File: config.mk
export PLATFORM = sky130hd
export DESIGN_NAME = cla_adder_pipe
export DESIGN_NICKNAME = d
export VERILOG_FILES = /design/src/rtl/cla_adder_pipe.sv
export SDC_FILE = /design/constraint.sdc
export NUM_CORES = 1
export LEC_CHECK = 0
export ABC_AREA = 1
export CORE_AREA = 5 5 77 107
export DETAILED_ROUTE_END_ITERATION = 16
export DIE_AREA = 0 0 82 112
export PLACE_DENSITY = 0.78
export RECOVER_POWER = 100
export SLEW_MARGIN = 30
export SYNTH_ARGS = -nofsm -noshare
export SYNTH_HDL_FRONTEND = slang
export SYNTH_SLANG_ARGS = --single-unit
File: constraint.sdc
create_clock -name clk -period 3.6 [get_ports clk]
set_clock_uncertainty 0.1 [all_clocks]
set_input_delay 1.08 -clock clk [delete_from_list [all_inputs] [get_ports clk]]
set_output_delay 1.08 -clock clk [all_outputs]
set_load 0.01 [all_outputs]
File: src/rtl/cla_adder_pipe.sv
// Two-stage pipelined carry-lookahead adder/subtractor with valid/ready handshake.
// Stage 1 forms bit and 4-bit group generate/propagate terms. Stage 2 resolves the
// group and bit carries and registers the sum and flags.
module cla_adder_pipe #(
    parameter int unsigned WIDTH = 16
) (
    input  logic             clk,
    input  logic             rst_n,
    input  logic             in_valid,
    output logic             in_ready,
    input  logic [WIDTH-1:0] a,
    input  logic [WIDTH-1:0] b,
    input  logic             cin,
    input  logic             sub,
    output logic             out_valid,
    input  logic             out_ready,
    output logic [WIDTH-1:0] sum,
    output logic             cout,
    output logic             ovf,
    output logic             zero
);

    localparam int NumGroups = int'(WIDTH) / 4;

    if (((WIDTH % 4) != 0) || (WIDTH < 4)) begin : g_width_check
        $error("cla_adder_pipe: WIDTH must be a multiple of 4 and at least 4");
    end

    // Handshake
    logic adv1, adv2, ld1, ld2;

    // Stage-1 combinational terms
    logic [WIDTH-1:0]     b_eff, p_in, g_in;
    logic                 c0_in;
    logic [NumGroups-1:0] gg_in, gp_in;

    // Stage-1 registers
    logic                 s1_valid_d, s1_valid_q;
    logic [WIDTH-1:0]     p_d, p_q, g_d, g_q;
    logic [NumGroups-1:0] gg_d, gg_q, gp_d, gp_q;
    logic                 c0_d, c0_q;

    // Stage-2 combinational carries and results
    logic [NumGroups:0]   gc;
    logic [WIDTH:0]       c;
    logic [WIDTH-1:0]     sum_c;
    logic                 cout_c, ovf_c, zero_c;
    logic                 unused_g_top;

    // Stage-2 registers
    logic                 out_valid_d, out_valid_q;
    logic [WIDTH-1:0]     sum_d, sum_q;
    logic                 cout_d, cout_q, ovf_d, ovf_q, zero_d, zero_q;

    // Advance conditions: a stage may load when it is empty or its content moves on.
    always_comb begin
        adv2     = ~out_valid_q | out_ready;
        adv1     = ~s1_valid_q | adv2;
        in_ready = adv1;
        ld1      = adv1 & in_valid;
        ld2      = adv2 & s1_valid_q;
    end

    // Operand conditioning plus bit and group generate/propagate.
    always_comb begin
        b_eff = sub ? ~b : b;
        c0_in = sub ? ~cin : cin;
        g_in  = a & b_eff;
        p_in  = a ^ b_eff;
        gg_in = '0;
        gp_in = '0;
        for (int k = 0; k < NumGroups; k++) begin
            gg_in[k] = g_in[4*k+3]
                     | (p_in[4*k+3] & g_in[4*k+2])
                     | (p_in[4*k+3] & p_in[4*k+2] & g_in[4*k+1])
                     | (p_in[4*k+3] & p_in[4*k+2] & p_in[4*k+1] & g_in[4*k]);
            gp_in[k] = p_in[4*k+3] & p_in[4*k+2] & p_in[4*k+1] & p_in[4*k];
        end
    end

    // Group carries as a flattened sum of products, so no group waits on its neighbour.
    always_comb begin
        logic term;
        logic acc;
        term  = 1'b0;
        acc   = 1'b0;
        gc    = '0;
        gc[0] = c0_q;
        for (int k = 0; k < NumGroups; k++) begin
            term = c0_q;
            for (int m = 0; m <= k; m++) begin
                term = term & gp_q[m];
            end
            acc = term;
            for (int j = 0; j <= k; j++) begin
                term = gg_q[j];
                for (int m = j + 1; m <= k; m++) begin
                    term = term & gp_q[m];
                end
                acc = acc | term;
            end
            gc[k+1] = acc;
        end
    end

    // Bit carries inside each group from the group carry-in.
    always_comb begin
        c            = '0;
        unused_g_top = 1'b0;
        for (int k = 0; k < NumGroups; k++) begin
            c[4*k]   = gc[k];
            c[4*k+1] = g_q[4*k] | (p_q[4*k] & gc[k]);
            c[4*k+2] = g_q[4*k+1]
                     | (p_q[4*k+1] & g_q[4*k])
                     | (p_q[4*k+1] & p_q[4*k] & gc[k]);
            c[4*k+3] = g_q[4*k+2]
                     | (p_q[4*k+2] & g_q[4*k+1])
                     | (p_q[4*k+2] & p_q[4*k+1] & g_q[4*k])
                     | (p_q[4*k+2] & p_q[4*k+1] & p_q[4*k] & gc[k]);
            // Top generate bit of a group only matters through GG, already captured.
            unused_g_top = unused_g_top ^ g_q[4*k+3];
        end
        c[WIDTH] = gc[NumGroups];
    end

    // Sum and flags from the resolved carries.
    always_comb begin
        sum_c  = p_q ^ c[WIDTH-1:0];
        cout_c = c[WIDTH];
        ovf_c  = c[WIDTH] ^ c[WIDTH-1];
        zero_c = ~|sum_c;
    end

    // Next state: valids follow their stage advance; data holds unless a valid beat loads.
    always_comb begin
        s1_valid_d  = adv1 ? in_valid : s1_valid_q;
        p_d         = p_q;
        g_d         = g_q;
        gg_d        = gg_q;
        gp_d        = gp_q;
        c0_d        = c0_q;
        if (ld1) begin
            p_d  = p_in;
            g_d  = g_in;
            gg_d = gg_in;
            gp_d = gp_in;
            c0_d = c0_in;
        end
        out_valid_d = adv2 ? s1_valid_q : out_valid_q;
        sum_d       = sum_q;
        cout_d      = cout_q;
        ovf_d       = ovf_q;
        zero_d      = zero_q;
        if (ld2) begin
            sum_d  = sum_c;
            cout_d = cout_c;
            ovf_d  = ovf_c;
            zero_d = zero_c;
        end
    end

    // Pipeline registers with asynchronous active-low clear.
    always_ff @(posedge clk or negedge rst_n) begin
        if (!rst_n) begin
            s1_valid_q  <= 1'b0;
            p_q         <= '0;
            g_q         <= '0;
            gg_q        <= '0;
            gp_q        <= '0;
            c0_q        <= 1'b0;
            out_valid_q <= 1'b0;
            sum_q       <= '0;
            cout_q      <= 1'b0;
            ovf_q       <= 1'b0;
            zero_q      <= 1'b0;
        end else begin
            s1_valid_q  <= s1_valid_d;
            p_q         <= p_d;
            g_q         <= g_d;
            gg_q        <= gg_d;
            gp_q        <= gp_d;
            c0_q        <= c0_d;
            out_valid_q <= out_valid_d;
            sum_q       <= sum_d;
            cout_q      <= cout_d;
            ovf_q       <= ovf_d;
            zero_q      <= zero_d;
        end
    end

    assign out_valid = out_valid_q;
    assign sum       = sum_q;
    assign cout      = cout_q;
    assign ovf       = ovf_q;
    assign zero      = zero_q;

endmodule

==> reports/metrics.cfg, run 1 <==
[worst_setup_path]
crit_required_ns=2.42
worstSetupStartpointType=primary input
max_stage_delay_ns=0.63
critPathKind=primary input to output port
cp_cell_sequence=clkdlybuf4s50_1, inv_1, nand3_1, dlygate4sd3_1
endpoint_kind=output port
slowest_stage=dlygate4sd3_1
cp.arrival_ns=2.31
cp_max_fo=3

[synthesis]
yosysWarnings=0
synth_cells=371
ys_ff_latch=58
avgSynthCellArea_sq_um=8.425
synth_edf_count=0
ys_types=29
synth_ff_type=dfrtp_1
syn_area_sq_um=3125
syn_nets=429
synth-seq-area-share_pct=46.44
async_flop_share_pct=100.0

[cts]
cts-root-buf=clkbuf_8
cts_tree=built
clockBufferDepth=2
clock_sinks=58
clkTransAtPathRegs_ns=0.06
post_cts_buffers=0
htree_levels=3
cts_buffers=9
clock_latency_ns=0.34
cts_hold_buffers=0
cts_resized=0

[floorplan]
die_width_um=82
boundaryPins=59
design.core.area_sq_um=7222
die_y_um=112
rows=37
initial_utilization_pct=43.28
die-area_sq_um=9184

[timing]
rsz0062_at_grt=no
fin_crit_ns=3.488
clock.fmax_mhz=286.7
whs_ns=0.3703
setup_tns_ns=0
drv_slew=0
hold_violations=0
slew_headroom_pct=4.766
setup_viol=0
worst_pin_slew_ns=1.429
finalCritPeriodShare_pct=96.90

[finish]
drive_gt1_share_pct=5.492
num-fill-cells=692
fin_nets=491
antenna_cells=0
area_growth_pct=27.62

[grt]
grt_max_degree=43
grt_pass1_vias=2546
grtUsageTotal_pct=16.00
grt_pass1_wl_um=11340
globalRouteOverflowTotal=0
antenna_found_initial=0

[run]
maxCapViolCount=0

[detailed_routing]
via_count=2658
drc=0
ant_nets=0
drt_iter0_drc=159
wl_per_cell_um=12.58
drtPass1Iterations=4
routed_wl_um=6716
viasPerCell=4.978

[place]
dp_hpwl_um=5247
numPortBuffers=58
place.gp.congestion=0.8312

[power]
total_leakage_power_uw=0.001911
fin_total_pwr_uw=2284
cellPowerDensity_nw_per_um2=572.5
ir_drop_mv=0.2263

[worst_hold_path]
hold_class=flip-flop to flip-flop

[run_status]
outcome=finished clean

## stage by stage
step / area (sq um) / worst slack [ns] / std cells / util (%)
final: 3989 / 0.1117 / 534 / 55.23
after global routing: 3989 / 0.08098 / 534 / 55.23
after CTS: 4005 / 0.1636 / 534 / 55.46
after detailed placement: 3801 / 0.1638 / 519 / 52.63
after global placement: 3801 / 0.2053 / 519 / 52.63
after floorplan: 3126 / 1.073 / 371 / -
## cell type report
class	instances	area (sq um)	share of cell area (%)
Inverter	27	101.3	2.541
Clock buffer	13	168.9	4.235
Sequential cell	58	1451	36.39
Timing Repair Buffer	63	596.8	14.96
Clock inverter	2	35.03	0.8783
Multi-Input combinational cell	274	1514	37.95
Tap cell	97	121.4	3.043
## cells by family after synthesis
logic type | count (synthesis) | synth area share (%)
AO/OA/AOI/OAI | 66 | 12.33
adder cells (fa/ha/maj) | 20 | 8.006
AND/OR/NAND/NOR | 168 | 22.50
XOR/XNOR | 20 | 5.605
flip-flops | 58 | 46.44
buffers and inverters | 39 | 5.124
## report_power, final
group | switching, uW | total, uW | internal (uW)
combinational | 392 | 736 | 344
sequential | 115 | 932 | 817
clock | 244 | 616 | 371
## flip-flops by register name, summed over array words and instances (netlist names)
| register | flops |
|---|---|
| sum | 16 |
| g_q | 12 |
| gg_q | 4 |
| gp_q | 4 |
| p_q | 16 |
| cout | 1 |
| ovf | 1 |
| out_valid | 1 |
| zero | 1 |
| s1_valid_q | 1 |
| c0_q | 1 |
## worst paths after layout
check	from	end	slack [ns]	depth (start not counted)
max	out_ready	in_ready	0.11	4
min	zero	zero	0.37	2
max reg2reg	s1_valid_q	gp_q[3]	1.49	5
min reg2reg	zero	zero	0.37	2
max in group asynchronous	rst_n	p_q[5]	0.99	2
min in group asynchronous	rst_n	p_q[7]	0.97	1
## layout by cell type (no fill, tap or decap), types with 3 or more instances in the layout
master           count
clkdlybuf4s50_1     36
xor2_1              18
nand3_1             14
ha_1                20
clkbuf_1             6
nor2_1              21
a21oi_1             13
o21ai_0             29
clkbuf_8            12
nand3b_1             4
dlygate4sd3_1       21
a31oi_1              9
nand3_2              3
dfrtp_1             58
o21a_1               4
nand4_1              4
inv_1               26
nand2_1            120
## synthesized netlist by cell type (all sizes together), types with 2 or more instances
cell type  instances  area share, %
nand3b             4           0.96
o31ai              2           0.48
nand2            120             14
o21a               4           0.96
nand3             17            3.2
inv               27            3.2
buf                9            1.5
ha                20            8.0
xnor2              2           0.56
a32oi              2           0.56
nor2              21            2.5
clkbuf             3           0.36
a31oi              9            1.8
xor2              18            5.0
nand4              5            1.2
o21ai             32            5.2
a21oi             13            2.1
dfrtp             58             46
## critical path: cells and delay by family
family	cells	cell delay, ns
buf+inv	3	1.12
simple gates	1	0.10
## per-layer routing
| metal | share of wire [%] | vias to the layer above | track usage [%] |
|---|---|---|---|
| li1 | - | 1350 | - |
| met1 | 43 | 1221 | 19.78 |
| met2 | 50 | 74 | 25.69 |
| met3 | 4.7 | 13 | 3.074 |
| met4 | 2.5 | 0 | 8.758 |
| met5 | 0 | - | 0 |
No activity file was read; power rests on OpenSTA's default activity.
==> run 2: changes to the inputs <==
PLACE_DENSITY = 0.69   (was 0.78)
clock period = 4.1 ns   (was 3.6 ns; I/O delays follow)
==> reports/metrics.cfg, run 2 (synthesized netlist as in run 1, its figures left out) <==
[place]
numPortBuffers=58  ; unchanged
dp_slack_ns=0.3660  ; +0.2022 ns
place.gp.congestion=0.7953  ; -4.3%
placed_area_sq_um=3801  ; unchanged
dp_hpwl_um=5179  ; -1.3%

[floorplan]
die_width_um=82  ; unchanged
initial_utilization_pct=43.28  ; unchanged
die_y_um=112  ; unchanged
rows=37  ; unchanged
design.core.area_sq_um=7222  ; unchanged
boundaryPins=59  ; unchanged
die-area_sq_um=9184  ; unchanged

[timing]
fin_crit_ns=3.790
setup_viol=0  ; unchanged
clock.fmax_mhz=263.9
slew_headroom_pct=12.58  ; +7.8 points
whs_ns=0.3800  ; +0.009670 ns
setup_tns_ns=0  ; unchanged
rsz0062_at_grt=no
worst_pin_slew_ns=1.311  ; -0.1171 ns
hold_violations=0  ; unchanged
drv_slew=0  ; unchanged
fin_ws_ns=0.3105  ; +0.1988 ns
finalCritPeriodShare_pct=92.43

[grt]
globalRouteOverflowTotal=0  ; unchanged
use_met1_pct=19.84  ; +0.062 points
use_met3_pct=2.994  ; -0.081 points
antenna_found_initial=0  ; unchanged
grtUsageTotal_pct=16.02  ; +0.019 points
grt_pass1_wl_um=11300  ; -0.42%
met2_usage_pct=26.17  ; +0.49 points
top_usage_layer=met2
grt_pass1_vias=2500  ; -1.8%
grt_max_degree=43  ; unchanged

[worst_setup_path]
critPathKind=primary input to output port
cp_max_fo=3  ; unchanged
crit_required_ns=2.77  ; +0.35 ns
worstSetupStartpointType=primary input
cp.arrival_ns=2.46  ; +0.15 ns
endpoint_kind=output port
regToRegSetupSlack_ns=1.97  ; +0.48 ns

[cts]
clock_latency_ns=0.34  ; about the same
cts_tree=built
cts_resized=0  ; unchanged
clock_sinks=58  ; unchanged
clkTransAtPathRegs_ns=0.06  ; about the same
clockBufferDepth=2  ; unchanged
post_cts_buffers=0  ; unchanged
cts-root-buf=clkbuf_8
cts_hold_buffers=0  ; unchanged
cts_buffers=9  ; unchanged
htree_levels=3  ; unchanged

[detailed_routing]
drt_iter0_drc=130  ; -18%
ant_nets=0  ; unchanged
via_count=2615  ; -1.6%
wl_per_cell_um=12.57  ; about the same
viasPerCell=4.906  ; -1.4%
drtPass1Iterations=4  ; unchanged
routed_wl_um=6702  ; -0.21%
drc=0  ; unchanged

[finish]
antenna_cells=0  ; unchanged
layout_common_cells=nand2_1, dfrtp_1, clkdlybuf4s50_1
final_core_util_pct=54.47  ; -0.76 points
final_common_cell=nand2_1
num-fill-cells=713  ; +3.0%
area_growth_pct=25.86
final_area_sq_um=3934  ; -1.4%
fin_nets=491  ; unchanged
drive_gt1_share_pct=4.587  ; -0.90 points

[power]
ir_drop_mv=0.1987  ; -12%
total_leakage_power_uw=0.001880  ; -1.6%
cellPowerDensity_nw_per_um2=482.1  ; -16%

[run_status]
outcome=finished clean

[run]
maxCapViolCount=0  ; unchanged

[worst_hold_path]
hold_class=flip-flop to flip-flop

-- run 2: path summary, 6_finish.rpt --
path | end | cells past startpoint | startpoint
worst max register to register | gg_q[1] | 5 | s1_valid_q
min in group asynchronous | g_q[2] | 1 | rst_n
max in group asynchronous | sum[14] | 2 | rst_n
worst max-delay path | in_ready | 4 | out_ready
worst min-delay path | sum[2] | 2 | sum[2]
worst min register to register | sum[2] | 2 | sum[2]
-- run 2: power by group --
part | internal, uW | total, uW | switching (uW)
combinational | 302 | 645 | 343
sequential | 718 | 820 | 102
clock | 230 | 433 | 203
-- run 2: cell type report --
type                       instances  area, sq um  share of cell area (%)
sequential                        58         1451                   36.90
multi-input combinational        274         1514                   38.49
inverter                          27        101.3                   2.576
clock buffer                      14        152.6                   3.880
timing repair buffer              63        593.1                   15.08
tap                               97        121.4                   3.085
-- run 2: worst max-delay path: stages --
cell             delay [ns]
dlygate4sd3_1          0.52
inv_1                  0.05
nand3_1                0.10
clkdlybuf4s50_1        0.55
-- run 2: per-stage QoR --
step | std cells | power, uW
6_report | 533 | 1897
5_1_grt | 533 | 2037
4_1_cts | 533 | 1955
3_5_place_dp | 519 | 1519
3_3_place_gp | 519 | 1505
2_1_floorplan | 371 | 1195
-- run 2: layer usage --
| layer | vias to the layer above | share of wire, % |
|---|---|---|
| li1 | 1349 | - |
| met2 | 60 | 49 |
| met4 | 0 | 2.3 |
| met5 | - | 0 |
| met1 | 1195 | 44 |
| met3 | 11 | 4.7 |
